## src/rtl/div_mon_pkg.sv

```systemverilog
// Shared types for the divided-clock monitor: FSM states, the half-cycle
// sample pair and the counter saturation helper.
package div_mon_pkg;

  typedef enum logic [1:0] {
    ST_IDLE,
    ST_SYNC,
    ST_HIGH,
    ST_LOW
  } mon_state_e;

  // s0: half-cycle ending at the negedge, s1: half-cycle ending at the posedge.
  typedef struct packed {
    logic s0;
    logic s1;
  } hc_pair_t;

  function automatic int unsigned sat_max(input int unsigned width);
    return (32'd1 << width) - 32'd1;
  endfunction

endpackage

```

## src/rtl/dual_edge_sampler.sv

```systemverilog
// Captures the divided clock as data on both clk edges and hands the
// ordered half-cycle pair to the posedge domain.
module dual_edge_sampler
  import div_mon_pkg::*;
(
  input  logic     i_clk,
  input  logic     i_rst_n,
  input  logic     i_clk_div,
  output hc_pair_t o_pair,
  output logic     o_prev
);

  logic r_neg;
  logic r_pos;

  always_ff @(negedge i_clk or negedge i_rst_n) begin
    if (!i_rst_n) r_neg <= 1'b0;
    else          r_neg <= i_clk_div;
  end

  always_ff @(posedge i_clk or negedge i_rst_n) begin
    if (!i_rst_n) r_pos <= 1'b0;
    else          r_pos <= i_clk_div;
  end

  // s1 is the live input: it is the half-cycle that the current posedge closes.
  assign o_pair.s0 = r_neg;
  assign o_pair.s1 = i_clk_div;
  assign o_prev    = r_pos;

endmodule

```

## src/rtl/div_clk_monitor.sv

```systemverilog
// Measures high/low/period of a divided clock in clk half-cycles and tracks
// lock and a sticky error against the nominal ratio.
module div_clk_monitor
  import div_mon_pkg::*;
#(
  parameter int DIV_N    = 15,
  parameter int TOL      = 0,
  parameter int LOCK_CNT = 4,
  parameter int CNT_W    = 8
) (
  input  logic             clk,
  input  logic             rst_n,
  input  logic             clk_div,
  input  logic             meas_en,
  output logic [CNT_W-1:0] high_len,
  output logic [CNT_W-1:0] low_len,
  output logic [CNT_W-1:0] period_len,
  output logic             meas_valid,
  output logic             lock,
  output logic             err,
  output logic [15:0]      period_cnt
);

  localparam logic [CNT_W-1:0] ONE     = CNT_W'(1);
  localparam logic [CNT_W-1:0] CNT_MAX = CNT_W'(sat_max(CNT_W));
  localparam logic [CNT_W-1:0] HL_MIN  = CNT_W'(DIV_N - TOL);
  localparam logic [CNT_W-1:0] HL_MAX  = CNT_W'(DIV_N + TOL);
  localparam logic [CNT_W-1:0] P_MIN   = CNT_W'(2 * DIV_N - TOL);
  localparam logic [CNT_W-1:0] P_MAX   = CNT_W'(2 * DIV_N + TOL);
  localparam int               RUN_W   = $clog2(LOCK_CNT + 1);
  localparam logic [RUN_W-1:0] RUN_LOCK = RUN_W'(LOCK_CNT);

  typedef struct packed {
    mon_state_e       st;
    logic [CNT_W-1:0] h;
    logic [CNT_W-1:0] l;
    logic             pub;
    logic             sat;
    logic [CNT_W-1:0] pub_h;
    logic [CNT_W-1:0] pub_l;
  } step_t;

  // One half-cycle of FSM progress; applied twice per posedge (s0 then s1).
  function automatic step_t advance(input step_t a, input logic last, input logic x);
    step_t b;
    b = a;
    case (a.st)
      ST_SYNC: begin
        if (x && !last) begin
          b.st = ST_HIGH;
          b.h  = ONE;
        end
      end
      ST_HIGH: begin
        if (!x) begin
          b.st = ST_LOW;
          b.l  = ONE;
        end else begin
          b.h = a.h + ONE;
          if (b.h == CNT_MAX) begin
            b.sat = 1'b1;
            b.st  = ST_SYNC;
          end
        end
      end
      ST_LOW: begin
        if (x) begin
          b.pub   = 1'b1;
          b.pub_h = a.h;
          b.pub_l = a.l;
          b.st    = ST_HIGH;
          b.h     = ONE;
        end else begin
          b.l = a.l + ONE;
          if (b.l == CNT_MAX) begin
            b.sat = 1'b1;
            b.st  = ST_SYNC;
          end
        end
      end
      default: ;
    endcase
    return b;
  endfunction

  hc_pair_t         w_pair;
  logic             w_prev;
  step_t            w_init;
  step_t            w_mid;
  step_t            w_fin;
  logic [CNT_W:0]   w_sum;
  logic [CNT_W-1:0] w_period;
  logic             w_good;
  logic [RUN_W-1:0] w_run_inc;

  mon_state_e       r_state;
  logic [CNT_W-1:0] r_cnt_h;
  logic [CNT_W-1:0] r_cnt_l;
  logic [RUN_W-1:0] r_run;
  logic [CNT_W-1:0] r_high;
  logic [CNT_W-1:0] r_low;
  logic [CNT_W-1:0] r_period;
  logic             r_valid;
  logic             r_lock;
  logic             r_err;
  logic [15:0]      r_pcnt;

  dual_edge_sampler u_sampler (
    .i_clk     (clk),
    .i_rst_n   (rst_n),
    .i_clk_div (clk_div),
    .o_pair    (w_pair),
    .o_prev    (w_prev)
  );

  // Leaving IDLE, the samples of the same cycle are already searched for an edge.
  always_comb begin
    w_init    = '0;
    w_init.st = (r_state == ST_IDLE) ? ST_SYNC : r_state;
    w_init.h  = r_cnt_h;
    w_init.l  = r_cnt_l;
  end

  assign w_mid = advance(w_init, w_prev, w_pair.s0);
  assign w_fin = advance(w_mid, w_pair.s0, w_pair.s1);

  assign w_sum     = {1'b0, w_fin.pub_h} + {1'b0, w_fin.pub_l};
  assign w_period  = w_sum[CNT_W] ? CNT_MAX : w_sum[CNT_W-1:0];
  assign w_good    = (w_fin.pub_h >= HL_MIN) && (w_fin.pub_h <= HL_MAX) &&
                     (w_fin.pub_l >= HL_MIN) && (w_fin.pub_l <= HL_MAX) &&
                     (w_period >= P_MIN) && (w_period <= P_MAX);
  assign w_run_inc = (r_run == RUN_LOCK) ? r_run : r_run + RUN_W'(1);

  always_ff @(posedge clk or negedge rst_n) begin
    if (!rst_n) begin
      r_state  <= ST_IDLE;
      r_cnt_h  <= '0;
      r_cnt_l  <= '0;
      r_run    <= '0;
      r_high   <= '0;
      r_low    <= '0;
      r_period <= '0;
      r_valid  <= 1'b0;
      r_lock   <= 1'b0;
      r_err    <= 1'b0;
      r_pcnt   <= '0;
    end else if (!meas_en) begin
      r_state <= ST_IDLE;
      r_cnt_h <= '0;
      r_cnt_l <= '0;
      r_run   <= '0;
      r_valid <= 1'b0;
      r_lock  <= 1'b0;
      r_err   <= 1'b0;
      r_pcnt  <= '0;
    end else begin
      r_state <= w_fin.st;
      r_cnt_h <= w_fin.h;
      r_cnt_l <= w_fin.l;
      r_valid <= w_fin.pub;
      if (w_fin.pub) begin
        r_high   <= w_fin.pub_h;
        r_low    <= w_fin.pub_l;
        r_period <= w_period;
        r_pcnt   <= r_pcnt + 16'd1;
        if (w_good) begin
          r_run  <= w_run_inc;
          r_lock <= (w_run_inc == RUN_LOCK);
        end else begin
          r_run  <= '0;
          r_lock <= 1'b0;
          r_err  <= 1'b1;
        end
      end
      if (w_fin.sat) begin
        r_run  <= '0;
        r_lock <= 1'b0;
        r_err  <= 1'b1;
      end
    end
  end

  assign high_len   = r_high;
  assign low_len    = r_low;
  assign period_len = r_period;
  assign meas_valid = r_valid;
  assign lock       = r_lock;
  assign err        = r_err;
  assign period_cnt = r_pcnt;

endmodule

```

## config.mk

```make
export PLATFORM = sky130hd
export DESIGN_NAME = div_clk_monitor
export DESIGN_NICKNAME = d
export VERILOG_FILES = /design/src/rtl/div_mon_pkg.sv /design/src/rtl/dual_edge_sampler.sv /design/src/rtl/div_clk_monitor.sv
export SDC_FILE = /design/constraint.sdc
export NUM_CORES = 1
export LEC_CHECK = 0
export BUFFER_PORTS_ARGS = -buffer_cell sky130_fd_sc_hd__buf_4
export CORE_MARGIN = 4
export CORE_UTILIZATION = 60
export CTS_BUF_LIST = sky130_fd_sc_hd__clkbuf_2 sky130_fd_sc_hd__clkbuf_4 sky130_fd_sc_hd__clkbuf_8
export DETAILED_ROUTE_END_ITERATION = 16
export PLACE_DENSITY = 0.8
export SETUP_SLACK_MARGIN = 0.05
export SYNTH_ARGS = -nofsm -noshare
export SYNTH_HDL_FRONTEND = slang
export SYNTH_SLANG_ARGS = --single-unit
```

## constraint.sdc

```tcl
create_clock -name clk -period 4.65 [get_ports clk]
set_clock_uncertainty 0.2 [all_clocks]
set_input_delay 0.93 -clock clk [delete_from_list [all_inputs] [get_ports clk]]
set_output_delay 0.93 -clock clk [all_outputs]
set_load 0.1 [all_outputs]
```

==> results.cfg, run 1 <==
[die]
num_rows = 34
die_height_um = 102.2
dieArea_um2 = 10450
die_w_um = 102.2
core-area_um2 = 8678
start_util = 0.6139
pin_count = 47

[detailed_routing]
drt-initial-drc-count = 742
via_per_inst = 6.836
vias = 6234
ant_nets = 0
wl_per_cell_um = 22.94
drt_first_pass_iters = 5
drt_wl_total_um = 20920
drc = 0

[critical_path]
crit_chain = buf_6 -> nand4bb_1 -> mux2i_2 -> nor2_1 -> o31ai_2 -> ha_1 -> o21ai_1 -> nor2_2 -> nor2_1 -> a22oi_2 -> a211oi_2 -> o32ai_2 -> mux2_4 -> and3_4 -> o31ai_2
worstSetupEndpointType = flop
worst-setup-path-type = flop to flop
critPathMaxStageDelay_ns = 0.43
worstSetupStartpointType = flop
crit_arrival_ns = 6.44
critical_path_buf_inv_count = 1
cp_top_family = compound AO/OA/AOI/OAI gates
required_ns = 4.73
crit_fanout = 6
crit_slowest_cell = a211oi_2

[final_layout]
areaGrowthSynthToFinish_pct = 44.97
fin_util = 0.8900
layout.cells.non_filler = 912
layout_commonest_cell = buf_4
diodes = 0
layout_common_cells = 183 x buf_4, 80 x nand2_1, 65 x dfrtp_1, 45 x nor2_1, 30 x nand3_1
drive_gt1_frac = 0.4465
nets = 827

[synth]
async_flop_share = 1.000
netlist.area_leader.share = 0.3053
synth_edf_count = 0
synth_fp_nets = 641
yosys_register_bits = 66
synthCells = 613
yosys.area.top_type = dfrtp_1
synthTopCellsByArea = dfrtp_1 31%, nand2_1 5.8%, ha_1 5.4%
synthFlopType = dfrtp_1
synth.distinct_cells = 96
yosys_warnings = 0
avgSynthCellArea_um2 = 8.691
syn_area_um2 = 5328
yosysSeqAreaShare = 0.3100

[clock_tree]
cts_sinks = 66
clkTransAtPathRegs_ns = 0.08
cts_hold_buf = 0
clk_latency_ns = 0.37
cts.path.max_buffers = 2
htreeDepth = 3
cts_inserted_buffers = 9
clockRootBuffer = clkbuf_8
cts_tree = done

[worst_hold_path]
hp-class = flop to flop

[grt]
grt_start_max_net_pins = 66
antenna_found_initial = 0
overflow = 0
grt_pass1_vias = 5875
grt_pass1_wl_um = 29520
track_usage = 0.3597

[placed_design]
port_buffers = 46
place.gp.congestion = 1.015
dp.cells = 866
place_hpwl_um = 12520

[timing]
tightest_slew_ns = 0.8095
hold_violations = 0
relSlewSlack = 0.4603
timing.setup.tns_ns = -26.68
setup_viol = 45
worst_slack_ns = -1.713
grt_setup_unrepaired = true
maxSlewViolCount = 0

[outcome]
status = finished with violations
violations = negative setup slack

[pwr]
leakage_nw = 3.576
powerDensity_nw_per_um2 = 219.0
vdd_drop_max_mv = 0.2000

[run]
cap_violations = 0
synth_stat cells (13+ instances only):
| cell type | count |
|---|---|
| nand2_1 | 83 |
| dfrtp_1 | 65 |
| nor2_1 | 56 |
| nand3_1 | 36 |
| o21ai_0 | 27 |
| a21oi_1 | 23 |
| ha_1 | 23 |
| inv_1 | 18 |
| xor2_1 | 15 |
| nand2b_1 | 13 |
| nand4_1 | 13 |
per-layer routing:
metal / track usage / up-vias / routed length (um) / share of wire
met5: 0 / - / 0 / 0
met4: 0.1715 / 0 / 1434 / 0.069
met3: 0.07986 / 158 / 2195 / 0.10
met2: 0.6012 / 509 / 10100 / 0.48
met1: 0.4400 / 2956 / 7195 / 0.34
li1: - / 2611 / - / -
power by group:
part / leakage, nW / switching (mW) / internal, mW
Combinational: 2.58 / 0.373 / 0.161
Sequential: 0.892 / 0.0302 / 0.606
Clock: 0.106 / 0.254 / 0.267
Total: 3.58 / 0.658 / 1.03
sequential cells by signal, summed over array words and instances (netlist names):
register / count
period_len: 8
low_len: 8
u_sampler.o_prev: 1
err: 1
period_cnt: 16
meas_valid: 1
lock: 1
r_run: 3
r_state: 2
u_sampler.r_neg: 1
high_len: 8
r_cnt_l: 8
r_cnt_h: 8
final timing paths:
path	start	to	slack, ns	depth (start not counted)
worst max-delay path	u_sampler.r_neg$_DFF_NN0_	err$_DFFE_PN0P_	-1.71	15
worst min-delay path	high_len[4]$_DFFE_PN0P_	high_len[4]$_DFFE_PN0P_	0.28	2
worst max register to register	u_sampler.r_neg$_DFF_NN0_	err$_DFFE_PN0P_	-1.71	15
worst min register to register	high_len[4]$_DFFE_PN0P_	high_len[4]$_DFFE_PN0P_	0.28	2
max in group asynchronous	rst_n	u_sampler.r_neg$_DFF_NN0_	1.75	1
min in group asynchronous	rst_n	low_len[4]$_DFFE_PN0P_	0.56	2
repair_timing:
item / CTS / global route
gates resized for setup: 69 / 67
gates cloned: 1 / 0
endpoints found under the setup margin: 45 / 54
setup buffers: 16 / 18
pin swaps: 24 / 27
kinds of logic (layout without fill, tap and decap cells):
logic type               after synthesis  count (layout)  synth area share
AND/OR/NAND/NOR                      283             283            0.2898
buffers and inverters                 51             242           0.04744
adder cells (fa/ha/maj)               24              24           0.05777
flip-flops                            66              66            0.3100
XOR/XNOR                              26              26           0.04415
AO/OA/AOI/OAI                        154             154            0.2304
multiplexers                           9               9           0.02043
layout make-up:
| cell class | count | area, um^2 |
|---|---|---|
| well taps | 108 | 135.1 |
| inverters | 19 | 78.83 |
| multi-input cells | 496 | 3990 |
| fillers | 396 | 954.7 |
| clock inverters | 5 | 53.80 |
| flip-flops and latches | 66 | 1652 |
| repair buffers | 207 | 1669 |
| clock buffers | 11 | 145.1 |
stage by stage:
step	hold slack (ns)	total power, mW	cell area (um^2)	setup slack [ns]
detailed placement	0.2633	1.118	6743	-1.490
global placement	0.2595	1.109	6743	-1.355
CTS	0.2811	1.645	7336	-1.372
global route	0.3101	1.732	7724	-1.791
floorplan	0.3002	0.9763	5461	-1.363
finish	0.2792	1.691	7724	-1.713
worst reg2reg max path: stages, from the launching register on:
cell and delay [ns]:
dfrtn_1 0.42, buf_6 0.16, nand4bb_1 0.22, mux2i_2 0.26, nor2_1 0.13, o31ai_2 0.34
ha_1 0.34, o21ai_1 0.15, nor2_2 0.11, nor2_1 0.20, a22oi_2 0.10, a211oi_2 0.43
o32ai_2 0.15, mux2_4 0.35, and3_4 0.18, o31ai_2 0.22
Note: power is estimated with default switching activity, not from simulation.
==> run 2: changes to the inputs <==
--- a/config.mk
+++ b/config.mk
@@ -5,6 +5,7 @@
 export SDC_FILE = /design/constraint.sdc
 export NUM_CORES = 1
 export LEC_CHECK = 0
+export ABC_AREA = 1
 export BUFFER_PORTS_ARGS = -buffer_cell sky130_fd_sc_hd__buf_4
 export CORE_MARGIN = 4
 export CORE_UTILIZATION = 60
==> run 2 against run 1 <==
Net effect: the flow now stops in global routing; area after synthesis is 4.3% lower; synthesized cell count is 23% higher.
==> results.cfg, run 2 <==
[synth]
synthCells = 752
netlist.area_leader.share = 0.3189
synth_commonest_cells = 227 x nand2_1, 80 x inv_1, 65 x dfrtp_1
yosys_warnings = 0
synth_edf_count = 0
yosysMostFrequentCell = nand2_1
yosysSeqAreaShare = 0.3238
async_flop_share = 1.000
avgSynthCellArea_um2 = 6.782
synthFlopType = dfrtp_1
yosys_register_bits = 66
synthTopCellsByArea = dfrtp_1 32%, nand2_1 17%, inv_1 5.9%
syn_area_um2 = 5100
synth.distinct_cells = 53
yosys.area.top_type = dfrtp_1
synth_fp_nets = 780

[clock_tree]
cts.path.max_buffers = 2
cts_hold_buf = 0
clockRootBuffer = clkbuf_8
cts_sinks = 66
cts_inserted_buffers = 9
htreeDepth = 3

[timing]
worst-ep-kind = register data pin
grt_repair_worst_endpoint = lock$_DFFE_PN0P_/D

[placed_design]
dpl_cell_area_um2 = 6595
place_hpwl_um = 12740
place.gp.congestion = 0.9718
port_buffers = 46

[die]
num_rows = 33
die_height_um = 100.2
pin_count = 47
start_util = 0.6176
die_w_um = 100.2

[outcome]
stop_error = [ERROR GRT-0232] Routing congestion too high. Check the congestion heatmap in the GUI.
status = aborted with a tool error
haltStage = global routing

[grt]
grt_start_max_net_pins = 66
track_usage = 0.6659
overflow = 20
[run 2: logic make-up after synthesis]
logic type / Yosys count / synth area share
AOI/OAI and AO/OA: 117 / 0.1335
xor gates and xnor gates: 4 / 0.006871
adders and majority gates: 24 / 0.06035
buffers and inverters: 116 / 0.09053
DFF: 66 / 0.3238
and+or+nand+nor: 425 / 0.3849
[run 2: what timing repair did]
| action | 4_1_cts |
|---|---|
| pin swaps | 26 |
| endpoints found under the setup margin | 55 |
| gates resized for setup | 48 |
| cloned | 3 |
| setup buffers | 35 |
[run 2: stage by stage]
| stage | hold WS [ns] | cells | worst slack [ns] | TNS (ns) | utilization |
|---|---|---|---|---|---|
| CTS | 0.2923 | 1068 | -1.101 | -19.28 | 0.8832 |
| floorplan | 0.3009 | 752 | -1.095 | -13.37 | - |
| detailed placement | 0.2673 | 1016 | -1.226 | -20.30 | 0.7986 |
| global placement | 0.2558 | 1016 | -1.018 | -15.28 | 0.7986 |
[run 2: metal layers]
metal,overflow,track usage
met5,0,0.08205
met1,0,0.6899
met3,0,0.4760
met4,10,0.6197
met2,10,0.8583
==> run 3: changes to the inputs <==
--- a/config.mk
+++ b/config.mk
@@ -8,11 +8,9 @@
 export ABC_AREA = 1
 export BUFFER_PORTS_ARGS = -buffer_cell sky130_fd_sc_hd__buf_4
 export CORE_MARGIN = 4
-export CORE_UTILIZATION = 60
-export CTS_BUF_LIST = sky130_fd_sc_hd__clkbuf_2 sky130_fd_sc_hd__clkbuf_4 sky130_fd_sc_hd__clkbuf_8
+export CORE_UTILIZATION = 40
 export DETAILED_ROUTE_END_ITERATION = 16
-export PLACE_DENSITY = 0.8
-export SETUP_SLACK_MARGIN = 0.05
+export PLACE_DENSITY_LB_ADDON = 0.15
 export SYNTH_ARGS = -nofsm -noshare
 export SYNTH_HDL_FRONTEND = slang
 export SYNTH_SLANG_ARGS = --single-unit
==> run 3 against run 2 <==
Net effect: the flow now finishes, with violations (negative setup slack); synthesized cell count unchanged; area after synthesis is the same.
==> results.cfg, run 3 <==
[synth]
synthCells = 752
yosys.area_share.simple = 0.3849
synth_edf_count = 0
yosys.area.top_type = dfrtp_1
muxShareOfSynthArea = 0
yosys_register_bits = 66
async_flop_share = 1.000
synth_fp_nets = 780
synth_xor_xnor_area_share = 0.006869
yosysMostFrequentCell = nand2_1
netlist.area_leader.share = 0.3189
synthTopCellsByArea = dfrtp_1 32%, nand2_1 17%, inv_1 5.9%
syn_area_um2 = 5100
synth.distinct_cells = 53
synthFlopType = dfrtp_1
avgSynthCellArea_um2 = 6.782
synth_commonest_cells = 227 x nand2_1, 80 x inv_1, 65 x dfrtp_1
synth_compound_area_frac = 0.1335
synthAdderAreaFrac = 0.06035
yosysSeqAreaShare = 0.3238
yosys_warnings = 0
synth_top_family_by_area = simple AND/OR/NAND/NOR gates

[pwr]
p_total_mw = 2.950
leakage_nw = 3.942
vdd_drop_max_mv = 0.2660
powerDensity_nw_per_um2 = 367.0

[timing]
worst_slack_ns = -1.245
maxSlewViolCount = 0
tightest_slew_ns = 0.8479
timing.setup.tns_ns = -23.22
relSlewSlack = 0.4347
hold_violations = 0
holdWs_ns = 0.2822
setup_viol = 52
grt_setup_unrepaired = true

[die]
start_util = 0.4159
die_w_um = 120.9
core-area_um2 = 12260
dieArea_um2 = 14620
num_rows = 40
die_height_um = 120.9
pin_count = 47

[critical_path]
critPathMaxStageDelay_ns = 0.40
cp_top_family = simple AND/OR/NAND/NOR gates
timing.rr.end = lock$_DFFE_PN0P_
critical_path_buf_inv_count = 3
crit_chain = inv_4 -> nand2_4 -> nor3_2 -> nand2_1 -> nor2_1 -> nand3_1 -> nand2_2 -> nand3_4 -> buf_6 -> nand4_1 -> nand2_2 -> ha_4 -> fa_2 -> xor2_1 -> inv_1 -> nor3_2 -> nand2_1 -> nor3_2 -> nand4_1 -> nor2_2 -> nand2_1 -> nor2_1 -> nand3_1 -> nand2_1
crit_slowest_cell = fa_2
worst-setup-path-type = flop to flop
ff2ff_path_depth = 24
r2r_start = u_sampler.r_neg$_DFF_NN0_
r2r_setup_slack_ns = -1.24
worstSetupEndpointType = flop
cpMostUsedCell = nand2_1
crit_arrival_ns = 5.97
worstSetupStartpointType = flop
crit_fanout = 4
required_ns = 4.73

[final_layout]
layout.cells.non_filler = 1129
largest_register_ffs = 16
nets = 984
areaGrowthSynthToFinish_pct = 57.63
final_area_um2 = 8039
layout_commonest_cell = nand2_1
fill_cells = 1035
diodes = 0
drive_gt1_frac = 0.4443
layout_common_cells = 179 x nand2_1, 176 x buf_4, 69 x inv_1, 65 x dfrtp_1, 50 x nor2_1
fin_util = 0.6556

[clock_tree]
cts_sinks = 66
cts.path.max_buffers = 2
cts_hold_buf = 0
clk_latency_ns = 0.34
cts_tree = done
cts_inserted_buffers = 9
clockRootBuffer = clkbuf_16
htreeDepth = 3
clkTransAtPathRegs_ns = 0.06

[placed_design]
place.gp.congestion = 0.9402
dp_slack_ns = -1.150
dp.cells = 1074
port_buffers = 46
dpl_cell_area_um2 = 6624
place_hpwl_um = 12530

[detailed_routing]
ant_nets = 0
drc = 0
drt_wl_total_um = 17830
drt-initial-drc-count = 531
wl_per_cell_um = 15.79
via_per_inst = 5.152
vias = 5817
drt_first_pass_iters = 5

[worst_hold_path]
hp-start = low_len[1]$_DFFE_PN0P_
hp-class = flop to flop
whs_endpoint = low_len[1]$_DFFE_PN0P_
holdPathStages = 2

[grt]
track_usage = 0.2409
antenna_found_initial = 0
grt_pass1_wl_um = 28160
overflow = 0
grt_pass1_vias = 5679
grt_start_max_net_pins = 66

[outcome]
status = finished with violations
violations = negative setup slack

[run]
cap_violations = 0
run 3: cell counts after synthesis:
No cell type changed its count.
run 3: where the power goes:
| part | switching [mW] | internal, mW | leakage [nW] | total [mW] |
|---|---|---|---|---|
| Sequential | 0.0849 | 0.664 | 0.870 | 0.749 |
| Combinational | 1.02 | 0.446 | 2.92 | 1.46 |
| Clock | 0.265 | 0.471 | 0.153 | 0.736 |
run 3: worst max path at each step:
| stage | start | to | slack, ns | cells after the start |
|---|---|---|---|---|
| after floorplan | u_sampler.r_neg$_DFF_NN0_ | err$_DFFE_PN0P_ | -1.10 | 26 |
| after global placement | u_sampler.r_neg$_DFF_NN0_ | err$_DFFE_PN0P_ | -1.09 | 28 |
| after detailed placement | u_sampler.r_neg$_DFF_NN0_ | err$_DFFE_PN0P_ | -1.15 | 28 |
| after CTS | u_sampler.r_neg$_DFF_NN0_ | lock$_DFFE_PN0P_ | -1.05 | 20 |
| after global routing | u_sampler.r_neg$_DFF_NN0_ | lock$_DFFE_PN0P_ | -1.47 | 24 |
| final | u_sampler.r_neg$_DFF_NN0_ | lock$_DFFE_PN0P_ | -1.24 | 24 |
run 3: worst reg2reg max path, stage by stage (launching register included):
cell and delay, ns:
dfrtn_1 0.38, inv_4 0.10, nand2_4 0.05, nor3_2 0.09, nand2_1 0.07, nor2_1 0.08, nand3_1 0.12, nand2_2 0.11
nand3_4 0.11, buf_6 0.14, nand4_1 0.11, nand2_2 0.09, ha_4 0.17, fa_2 0.40, xor2_1 0.19, inv_1 0.10
nor3_2 0.11, nand2_1 0.09, nor3_2 0.13, nand4_1 0.13, nor2_2 0.21, nand2_1 0.09, nor2_1 0.11, nand3_1 0.08
nand2_1 0.06
run 3: layer usage:
layer	part of all wire	vias up	routed length (um)	track usage
met1	0.44	2751	7862	0.3327
met4	0.021	0	367	0.08782
li1	-	2858	-	-
met2	0.49	180	8652	0.3856
met3	0.053	28	944	0.03170
met5	0	-	0	0
run 3: kinds of logic after synthesis:
group           count (synthesis)
fa+ha+maj                      24
compound gates                117
simple gates                  425
buf+inv                       116
flops                          66
xor+xnor                        4
run 3: layout make-up:
type | count | area (um^2) | area share
clock inverters | 6 | 90.09 | 0.01121
inverters | 101 | 407.9 | 0.05074
clock buffers | 10 | 229.0 | 0.02848
repair buffers | 208 | 1779 | 0.2213
flip-flops and latches | 66 | 1652 | 0.2054
well taps | 168 | 210.2 | 0.02615
multi-input cells | 570 | 3671 | 0.4567
run 3: timing repair:
| item | CTS | global route |
|---|---|---|
| endpoints found under the setup margin | 54 | 59 |
| cloned | 3 | 2 |
| gates resized for setup | 69 | 131 |
| buffers inserted | 20 | 18 |
| pin swaps | 29 | 36 |
==> run 4: changes to the inputs <==
==> constraint.sdc (replaced) <==
create_clock -name clk -period 5.66 [get_ports clk]
set_clock_uncertainty 0.2 [all_clocks]
set_input_delay 1.132 -clock clk [delete_from_list [all_inputs] [get_ports clk]]
set_output_delay 1.132 -clock clk [all_outputs]
set_load 0.1 [all_outputs]
==> run 4 against run 3 <==
Net effect: the flow still finishes with violations (negative setup slack); via count decreased by 3.1%; sequential power shrank 19%; design area fell by 10%; combinational power shrank 25%; sequential share of layout area is 2.3 points higher; worst hold slack got worse by 0.0084 ns; setup slack better by 0.54 ns; cell count down 2.3%; register-to-register slack better by 0.54 ns; clock power shrank 8.0%; utilization is 6.7 points lower; critical path type unchanged.
==> results.cfg, run 4 (same netlist as run 3, synthesis figures left out) <==
[outcome]
status = finished with violations
violations = negative setup slack

[grt]
grt_pass1_wl_um = 27620
grt_start_max_net_pins = 66
overflow = 0
antenna_found_initial = 0
track_usage = 0.2378
grt_pass1_vias = 5531

[die]
dieArea_um2 = 14620
die_height_um = 120.9
core-area_um2 = 12260
start_util = 0.4159
pin_count = 47
die_w_um = 120.9
num_rows = 40

[pwr]
p_int_mw = 1.304
comb_power_share = 0.462
leakage_nw = 3.613
powerDensity_nw_per_um2 = 330.9
p_clk_frac = 0.284
p_total_mw = 2.387
p_sw_mw = 1.084
pwr-share-seq = 0.254
swShare = 0.4540
vdd_drop_max_mv = 0.1767

[run]
cap_violations = 0

[clock_tree]
cts_sinks = 66
cts.path.max_buffers = 2
clk_latency_ns = 0.35
cts_inserted_buffers = 9
clockRootBuffer = clkbuf_16
cts_tree = done
htreeDepth = 3
clkTransAtPathRegs_ns = 0.06

[final_layout]
layout_commonest_cell = nand2_1
layout.cells.non_filler = 1103
areaGrowthSynthToFinish_pct = 41.46
multi_input_area_um2 = 3221
ff_latch_area_um2 = 1652
drive_gt1_frac = 0.3380
largest_register_ffs = 16
diodes = 0
fill_cells = 1117
nets = 958
layout_common_cells = 214 x nand2_1, 175 x buf_4, 75 x inv_1, 65 x dfrtp_1, 57 x nor2_1
fin_util = 0.5884

[detailed_routing]
wl_per_cell_um = 15.41
ant_nets = 0
drt_wl_total_um = 17000
vias = 5637
drc = 0
drt-initial-drc-count = 410
via_per_inst = 5.111
drt_first_pass_iters = 5

[placed_design]
port_buffers = 46
dp_slack_ns = -0.6178
place_hpwl_um = 12630
dp.cells = 1071
place.gp.congestion = 0.9203

[critical_path]
cpMostUsedCell = nand2_2
worstSetupEndpointType = flop
critPathMaxStageDelay_ns = 0.37
worst-setup-path-type = flop to flop
crit_fanout = 6
worstSetupStartpointType = flop
crit_arrival_ns = 6.44
required_ns = 5.74
crit_slowest_cell = dfrtn_1

[worst_hold_path]
hp-class = flop to flop

[timing]
hold_violations = 0
maxSlewViolCount = 0
grt_setup_unrepaired = true
relSlewSlack = 0.4391
holdWs_ns = 0.2738
worst_slack_ns = -0.7006
setup_viol = 13
tightest_slew_ns = 0.8414
-- run 4: cell count changes in the layout (fill, tap and decap cells not counted), sizes merged --
cell      change
clkbuf        -2
clkinvlp      -1
bufinv        +1
buf          -24
-- run 4: per-layer routing --
metal / global-route usage / vias up / wire, um
met2: 0.3800 / 169 / 7970
li1: - / 2806 / -
met1: 0.3303 / 2632 / 7797
met4: 0.08499 / 0 / 397
met3: 0.03077 / 30 / 832
met5: 0 / - / 0
-- run 4: final timing paths --
| path | slack, ns | cells after the start | start | end |
|---|---|---|---|---|
| max | -0.70 | 29 | u_sampler.r_neg$_DFF_NN0_ | lock$_DFFE_PN0P_ |
| min | 0.27 | 2 | low_len[6]$_DFFE_PN0P_ | low_len[6]$_DFFE_PN0P_ |
| max reg2reg | -0.70 | 29 | u_sampler.r_neg$_DFF_NN0_ | lock$_DFFE_PN0P_ |
| min reg2reg | 0.27 | 2 | low_len[6]$_DFFE_PN0P_ | low_len[6]$_DFFE_PN0P_ |
| max in group asynchronous | 2.04 | 1 | rst_n | u_sampler.r_neg$_DFF_NN0_ |
| min in group asynchronous | 0.82 | 2 | rst_n | r_cnt_h[0]$_DFF_PN0_ |
-- run 4: power by group through the flow --
stage	Clock, mW	Sequential (mW)	Combinational (mW)
5_1_grt	0.706	0.616	1.17
3_3_place_gp	0	0.610	1.04
4_1_cts	0.686	0.606	1.08
6_report	0.677	0.606	1.10
3_5_place_dp	0	0.614	1.05
2_1_floorplan	0	1.04	0.292
-- run 4: worst max-delay path, delay by kind of cell, from the launching register on --
kind	cells	cell delay [ns]
adder cells (fa/ha/maj)	1	0.27
AND/OR/NAND/NOR	22	2.06
buffers and inverters	5	0.45
flip-flops	1	0.37
AO/OA/AOI/OAI	1	0.09
-- run 4: what timing repair did --
item	in CTS	in global routing
pin swaps	7	15
setup endpoints to repair	13	16
resized for setup	26	30
hold buffers	0	0
setup buffers	12	4
-- run 4: stage by stage --
step / instance area, um^2 / TNS, ns
after floorplan: 5165 / -5.519
after global placement: 6539 / -5.449
after detailed placement: 6539 / -6.205
after CTS: 7092 / -5.974
after global routing: 7214 / -9.775
final: 7214 / -6.706
-- run 4: area by class of cell --
class                           instances  area share
Clock buffer                           10     0.03313
Clock inverter                          6     0.01561
Inverter                              101     0.05376
Multi-Input combinational cell        570      0.4464
Sequential cell                        66      0.2289
Tap cell                              168     0.02914
Timing Repair Buffer                  182      0.1930
